--- config.mk ---
export PLATFORM = sky130hd
export DESIGN_NAME = bp_event_counter_bank_flat
export DESIGN_NICKNAME = d
export VERILOG_FILES = /design/src/rtl/bp_event_counter_bank_if.sv /design/src/rtl/bp_event_counter_bank.sv /design/src/flat_wrapper.sv
export SDC_FILE = /design/constraint.sdc
export NUM_CORES = 2
export LEC_CHECK = 0
export BUFFER_PORTS_ARGS = -buffer_cell sky130_fd_sc_hd__buf_2
export CAP_MARGIN = 30
export CORE_MARGIN = 4
export CORE_UTILIZATION = 50
export DETAILED_ROUTE_END_ITERATION = 10
export MAX_ROUTING_LAYER = met4
export PLACE_DENSITY = 0.68
export SETUP_SLACK_MARGIN = 0.2
export SYNTH_ARGS = -nofsm -noshare
export SYNTH_HDL_FRONTEND = slang
export SYNTH_SLANG_ARGS = --single-unit
--- constraint.sdc ---
create_clock -name clk_i -period 3.05 [get_ports clk_i]
set_input_delay 0.305 -clock clk_i [delete_from_list [all_inputs] [get_ports clk_i]]
set_output_delay 0.305 -clock clk_i [all_outputs]
set_load 0.005 [all_outputs]
--- src/rtl/bp_event_counter_bank_if.sv ---
// Read port of bp_event_counter_bank. The host issues indexed reads and the
// bank returns registered shadow values under a valid/ready/yumi handshake.
interface bp_event_counter_bank_if #(
   parameter int num_counters_p     = 32,
   parameter int width_p            = 32,
   parameter int lg_num_counters_lp = (num_counters_p == 1) ? 1 : $clog2(num_counters_p)
);
   logic                          rd_v_i;
   logic [lg_num_counters_lp-1:0] rd_idx_i;
   logic                          rd_ready_o;
   logic                          rd_v_o;
   logic [width_p-1:0]            rd_data_o;
   logic                          rd_ovf_o;
   logic                          rd_err_o;
   logic                          rd_yumi_i;

   modport master (output rd_v_i, rd_idx_i, rd_yumi_i,
                   input  rd_ready_o, rd_v_o, rd_data_o, rd_ovf_o, rd_err_o);
   modport slave  (input  rd_v_i, rd_idx_i, rd_yumi_i,
                   output rd_ready_o, rd_v_o, rd_data_o, rd_ovf_o, rd_err_o);
endinterface

--- src/rtl/bp_event_counter_bank.sv ---
// Bank of masked per-event counters with periodic/manual atomic snapshots into
// a shadow bank, optional per-window delta restart, and an indexed read port.
module bp_event_counter_bank #(
   parameter int num_counters_p     = 32,
   parameter int width_p            = 32,
   parameter bit saturate_p         = 1'b0,
   parameter bit delta_mode_p       = 1'b0,
   parameter int lg_num_counters_lp = (num_counters_p == 1) ? 1 : $clog2(num_counters_p)
) (
   input  logic                      clk_i,
   input  logic                      reset_n_i,
   input  logic                      clear_i,
   input  logic                      en_i,
   input  logic [num_counters_p-1:0] event_i,
   input  logic [num_counters_p-1:0] mask_i,
   input  logic [width_p-1:0]        snap_interval_i,
   input  logic                      snap_req_i,
   output logic                      snap_v_o,
   output logic [width_p-1:0]        snap_cnt_o,
   bp_event_counter_bank_if.slave    rd
);
   localparam logic [width_p-1:0] max_lp = '1;
   localparam logic [width_p-1:0] one_lp = width_p'(1);

   logic [num_counters_p-1:0] inc;
   logic                      periodic;
   logic                      snap;
   logic [width_p-1:0]        timer_q;
   logic [width_p-1:0]        live_q   [num_counters_p];
   logic [num_counters_p-1:0] ovf_q;
   logic [width_p-1:0]        shadow_q [num_counters_p];
   logic [num_counters_p-1:0] shadow_ovf_q;
   logic                      rd_accept;
   logic                      rd_in_range;

   assign inc      = {num_counters_p{en_i}} & event_i & mask_i;
   // A lowered interval fires on the next enabled cycle since the test is >=.
   assign periodic = en_i && (snap_interval_i != '0) && (timer_q >= snap_interval_i - one_lp);
   assign snap     = snap_req_i | periodic;

   // NOTE: all state uses <= so every register samples pre-edge values; the
   // shadow capture of live_q depends on seeing the count before this edge.
   always_ff @(posedge clk_i or negedge reset_n_i) begin
      if (!reset_n_i) begin
         timer_q    <= '0;
         snap_cnt_o <= '0;
         snap_v_o   <= 1'b0;
      end else begin
         snap_v_o <= snap;
         if (clear_i || periodic)
            timer_q <= '0;
         else if (en_i && (snap_interval_i != '0))
            timer_q <= timer_q + one_lp;
         if (clear_i)
            snap_cnt_o <= '0;
         else if (snap)
            snap_cnt_o <= snap_cnt_o + one_lp;
      end
   end

   always_ff @(posedge clk_i or negedge reset_n_i) begin
      if (!reset_n_i) begin
         for (int k = 0; k < num_counters_p; k++) live_q[k] <= '0;
         ovf_q <= '0;
      end else begin
         for (int k = 0; k < num_counters_p; k++) begin
            if (clear_i) begin
               live_q[k] <= '0;
               ovf_q[k]  <= 1'b0;
            end else if (delta_mode_p && snap) begin
               // This cycle's event opens the next window.
               live_q[k] <= width_p'(inc[k]);
               ovf_q[k]  <= 1'b0;
            end else if (inc[k]) begin
               if (live_q[k] == max_lp) begin
                  ovf_q[k] <= 1'b1;
                  if (!saturate_p) live_q[k] <= '0;
               end else begin
                  live_q[k] <= live_q[k] + one_lp;
               end
            end
         end
      end
   end

   // NOTE: the shadow bank must read 0 out of reset, so it is reset like any
   // other register rather than left as an uninitialised storage array.
   always_ff @(posedge clk_i or negedge reset_n_i) begin
      if (!reset_n_i) begin
         for (int k = 0; k < num_counters_p; k++) shadow_q[k] <= '0;
         shadow_ovf_q <= '0;
      end else if (snap) begin
         for (int k = 0; k < num_counters_p; k++) shadow_q[k] <= live_q[k];
         shadow_ovf_q <= ovf_q;
      end
   end

   assign rd.rd_ready_o = ~rd.rd_v_o | rd.rd_yumi_i;
   assign rd_accept     = rd.rd_v_i & rd.rd_ready_o;
   assign rd_in_range   = int'(rd.rd_idx_i) < num_counters_p;

   always_ff @(posedge clk_i or negedge reset_n_i) begin
      if (!reset_n_i) begin
         rd.rd_v_o    <= 1'b0;
         rd.rd_data_o <= '0;
         rd.rd_ovf_o  <= 1'b0;
         rd.rd_err_o  <= 1'b0;
      end else if (rd_accept) begin
         rd.rd_v_o    <= 1'b1;
         rd.rd_data_o <= rd_in_range ? shadow_q[rd.rd_idx_i] : '0;
         rd.rd_ovf_o  <= rd_in_range ? shadow_ovf_q[rd.rd_idx_i] : 1'b0;
         rd.rd_err_o  <= ~rd_in_range;
      end else if (rd.rd_yumi_i) begin
         rd.rd_v_o <= 1'b0;
      end
   end
endmodule
--- src/flat_wrapper.sv ---
// flat-port wrapper written by rule: the top's interface ports become plain ports
module bp_event_counter_bank_flat 
#(
   parameter int num_counters_p     = 32,
   parameter int width_p            = 32,
   parameter bit saturate_p         = 1'b0,
   parameter bit delta_mode_p       = 1'b0,
   parameter int lg_num_counters_lp = (num_counters_p == 1) ? 1 : $clog2(num_counters_p)
)
  (clk_i, reset_n_i, clear_i, en_i, event_i, mask_i, snap_interval_i, snap_req_i, snap_v_o, snap_cnt_o, rd_rd_v_i, rd_rd_idx_i, rd_rd_yumi_i, rd_rd_ready_o, rd_rd_v_o, rd_rd_data_o, rd_rd_ovf_o, rd_rd_err_o);
  bp_event_counter_bank_if #(.num_counters_p(num_counters_p), .width_p(width_p), .lg_num_counters_lp(lg_num_counters_lp)) rd_i ();
  input  logic clk_i;
  input  logic reset_n_i;
  input  logic clear_i;
  input  logic en_i;
  input  logic [num_counters_p-1:0] event_i;
  input  logic [num_counters_p-1:0] mask_i;
  input  logic [width_p-1:0] snap_interval_i;
  input  logic snap_req_i;
  output logic snap_v_o;
  output logic [width_p-1:0] snap_cnt_o;
  input wire logic [$bits(rd_i.rd_v_i)-1:0] rd_rd_v_i;
  input wire logic [$bits(rd_i.rd_idx_i)-1:0] rd_rd_idx_i;
  input wire logic [$bits(rd_i.rd_yumi_i)-1:0] rd_rd_yumi_i;
  output wire logic [$bits(rd_i.rd_ready_o)-1:0] rd_rd_ready_o;
  output wire logic [$bits(rd_i.rd_v_o)-1:0] rd_rd_v_o;
  output wire logic [$bits(rd_i.rd_data_o)-1:0] rd_rd_data_o;
  output wire logic [$bits(rd_i.rd_ovf_o)-1:0] rd_rd_ovf_o;
  output wire logic [$bits(rd_i.rd_err_o)-1:0] rd_rd_err_o;
  assign rd_i.rd_v_i = rd_rd_v_i;
  assign rd_i.rd_idx_i = rd_rd_idx_i;
  assign rd_i.rd_yumi_i = rd_rd_yumi_i;
  assign rd_rd_ready_o = rd_i.rd_ready_o;
  assign rd_rd_v_o = rd_i.rd_v_o;
  assign rd_rd_data_o = rd_i.rd_data_o;
  assign rd_rd_ovf_o = rd_i.rd_ovf_o;
  assign rd_rd_err_o = rd_i.rd_err_o;
  bp_event_counter_bank #(.num_counters_p(num_counters_p), .width_p(width_p), .saturate_p(saturate_p), .delta_mode_p(delta_mode_p), .lg_num_counters_lp(lg_num_counters_lp)) u_core (.clk_i(clk_i), .reset_n_i(reset_n_i), .clear_i(clear_i), .en_i(en_i), .event_i(event_i), .mask_i(mask_i), .snap_interval_i(snap_interval_i), .snap_req_i(snap_req_i), .snap_v_o(snap_v_o), .snap_cnt_o(snap_cnt_o), .rd(rd_i));
endmodule
==> flow_metrics.py <==
metrics = {
    "status": {
        "outcome": "finished with violations",
        "violations": "setup timing",
    },
    "synth": {
        "syn_area_per_cell_um2": 11.57,
        "synth_edf_count": 0,
        "synthCells": 9192,
        "yosys_warnings": 0,
        "synth_flop_cell": "dfrtp_1",
        "ys_async_sr_fraction": 1.000,
        "netlist_area_mm2": 0.1063,
        "yosysSeqAreaShare": 0.5203,
        "synth_cell_types": 71,
        "synthesis.nets": 9367,
        "ys_seq_elements": 2211,
    },
    "drt": {
        "dr.pass1.iters": 6,
        "ant_nets": 0,
        "drc": 0,
        "totalWireLength_um": 316900,
        "wire_per_inst_um": 24.52,
        "drt_iter0_drc": 8329,
        "num_vias": 79320,
        "viasPerCell": 6.138,
    },
    "grt": {
        "grt-ovfl-total": 0,
        "grt_pass1_vias": 77830,
        "grt_antenna_before_repair": 39,
        "grt_start_max_net_pins": 89,
        "grt_pass1_wl_um": 474600,
        "grt.total_usage": 0.2887,
    },
    "setup_path": {
        "crit_fanout": 7,
        "cp.arrival_ns": 4.95,
        "setup.worst_path.class": "primary input to flop",
        "cp-start-kind": "primary input",
        "crit_path_end_kind": "flop",
        "cp.required_ns": 3.80,
    },
    "die": {
        "die_area_mm2": 0.2201,
        "std_cell_rows": 169,
        "core_mm2": 0.2119,
        "io_pins": 177,
        "chipHeight_um": 469.2,
        "die_w_um": 469.2,
        "floorplan.initialDensity": 0.5019,
    },
    "cts": {
        "h-tree-depth": 4,
        "cts_buffer_depth": 3,
        "clkSinkCount": 2211,
        "cts-root-buf": "clkbuf_16",
        "clock_latency_ns": 0.88,
        "cts.reportedPaths.clkPinSlew_ns": 0.06,
        "cts_tree": "done",
        "numCtsBuffers": 233,
    },
    "cells_and_area": {
        "fillers": 16620,
        "fin_cells": 12920,
        "nets": 10070,
        "syn_to_final_growth_pct": 18.30,
        "layout_common_cells": "dfrtp_1 (2211), nor2_1 (1093), o21ai_0 (691)",
        "layout-drive-gt1-share": 0.2006,
        "fin_util": 0.5937,
        "final_common_cell": "dfrtp_1",
        "design_area_mm2": 0.1258,
    },
    "hold_path": {
        "min_path_type": "primary input to flop",
    },
    "pwr": {
        "pwr-share-clk": 0.469,
        "p_int_mw": 48.53,
        "power.leakage_nw": 58.48,
        "pwr-share-seq": 0.468,
        "vdd_drop_max_mv": 0.6304,
        "p_comb_frac": 0.063,
        "p_per_area_mw_per_mm2": 504.8,
        "switching_share": 0.2357,
        "power_switching_mw": 14.96,
    },
    "timing": {
        "setup_ws_ns": -1.144,
        "fin_crit_sh": 1.375,
        "fin_crit_ns": 4.194,
        "final-max-slew-violation-count": 0,
        "tightestPinTransition_ns": 1.001,
        "setup_viol": 1142,
        "fmax_mhz": 238.4,
        "hold_viol": 0,
        "setup_tns_ns": -1121.25,
        "clock_skew_ns": 0.06701,
        "relSlewSlack": 0.3295,
        "rsz0062_at_grt": "yes",
    },
    "placement": {
        "place.gp.congestion": 0.9886,
        "place_inst": 12330,
        "io_buffers": 175,
        "place_area_mm2": 0.1136,
        "hpwl_um": 228900,
        "dp_slack_ns": -2.125,
    },
    "run": {
        "cap_viol_max_count": 0,
    },
}
## metrics by stage
stage | power (mW) | hold slack, ns
3_5_place_dp | 33.76 | 0.3838
6_report | 63.49 | 0.06276
5_1_grt | 65.51 | 0.03872
2_1_floorplan | 31.98 | 0.009409
3_3_place_gp | 33.67 | 0.3676
4_1_cts | 63.56 | 0.006915
## path summary, 6_finish.rpt
kind / start / to / slack, ns / cells after the start
setup / recovery: snap_interval_i[4] / u_core.shadow_q[643] / -1.14 / 22
hold / removal: event_i[31] / u_core.live_q[6] / 0.06 / 4
setup reg to reg: u_core.timer_q[2] / u_core.shadow_q[643] / -0.41 / 15
hold reg to reg: u_core.rd.rd_data_o[19] / u_core.rd.rd_data_o[19] / 0.47 / 2
max in group asynchronous: reset_n_i / u_core.live_q[241] / 1.82 / 4
min in group asynchronous: reset_n_i / u_core.live_q[913] / 0.10 / 2
## registers in the layout (all words and copies together), names as in the netlist
name,cells
u_core.snap_cnt_o,32
u_core.shadow_ovf_q,32
u_core.rd.rd_v_o,1
u_core.live_q,1024
u_core.shadow_q,1024
u_core.ovf_q,32
u_core.rd.rd_data_o,32
u_core.timer_q,32
u_core.snap_v_o,1
u_core.rd.rd_ovf_o,1
## metal layers
metal / track usage / share of wire
met3: 0.03846 / 0.065
met2: 0.4403 / 0.46
met5: - / 0
met4: 0.1040 / 0.040
met1: 0.3996 / 0.43
## repair_timing
| item | in CTS | in global routing |
|---|---|---|
| buffers inserted | 36 | 16 |
| hold endpoints to repair | 397 | 0 |
| endpoints found under the setup margin | 1180 | 1365 |
| pin swaps | 10 | 3 |
| hold buffers | 43 | 0 |
| gates cloned | 17 | 46 |
| resized for setup | 115 | 304 |
## worst max-delay path, stage by stage
cell	delay, ns
buf_6	0.09
or3_4	0.40
nor3_4	0.14
nand2b_1	0.09
or2_4	0.24
or3_4	0.34
or4_4	0.50
xor2_2	0.16
ha_1	0.29
nand4_1	0.12
nor3_2	0.07
a221o_1	0.32
or3_4	0.33
and2_4	0.15
nor3_4	0.24
buf_12	0.16
buf_12	0.16
buf_16	0.17
buf_12	0.12
buf_12	0.09
buf_16	0.12
mux2_4	0.30
## synthesized netlist by cell type (57+ instances only)
cell type  number  area share
dfrtp_1      2211        0.52
nor2_1       1093       0.039
mux2_1        900       0.095
o21ai_0       691       0.033
nand2_1       645       0.023
nand3_1       464       0.022
xor2_1        395       0.033
mux4_2        330       0.070
clkbuf_1      260      0.0092
nand4_1       245       0.014
and3_1        202       0.012
xnor2_1       192       0.016
a21oi_1       156      0.0073
mux2_2        146       0.015
nor3_1        121      0.0057
o31ai_1       116      0.0082
and4_1         85      0.0070
buf_8          81       0.011
a31oi_1        78      0.0046
or3_1          72      0.0042
ha_1           67      0.0079
nor4_1         57      0.0034
## cells by family after synthesis
family	count (synthesis)	share of synthesized area
simple gates	3239	0.1461
flops	2211	0.5203
mux	1416	0.1844
compound gates	1204	0.06535
xor+xnor	587	0.04835
buf+inv	467	0.02752
fa+ha+maj	67	0.007884
other cells	1	0.00003527
## power groups by stage
stage,clock network (mW),logic [mW],registers [mW]
final,29.7,4.02,29.7
after detailed placement,0,3.52,30.2
after global placement,0,3.44,30.2
after global routing,31.4,4.34,29.7
after floorplan,0,1.80,30.2
after CTS,30.1,3.76,29.7
## cell type report
class | count | area [µm²] | share of cell area
Tap cell | 2821 | 3530 | 0.02806
Clock buffer | 333 | 6798 | 0.05404
Sequential cell | 2211 | 55330 | 0.4399
Multi-Input combinational cell | 6514 | 49330 | 0.3921
Clock inverter | 94 | 1282 | 0.01020
Inverter | 43 | 163.9 | 0.001303
Timing Repair Buffer | 895 | 9331 | 0.07418
Antenna cell | 11 | 27.53 | 0.0002188
(Power assumes the default switching activity.)
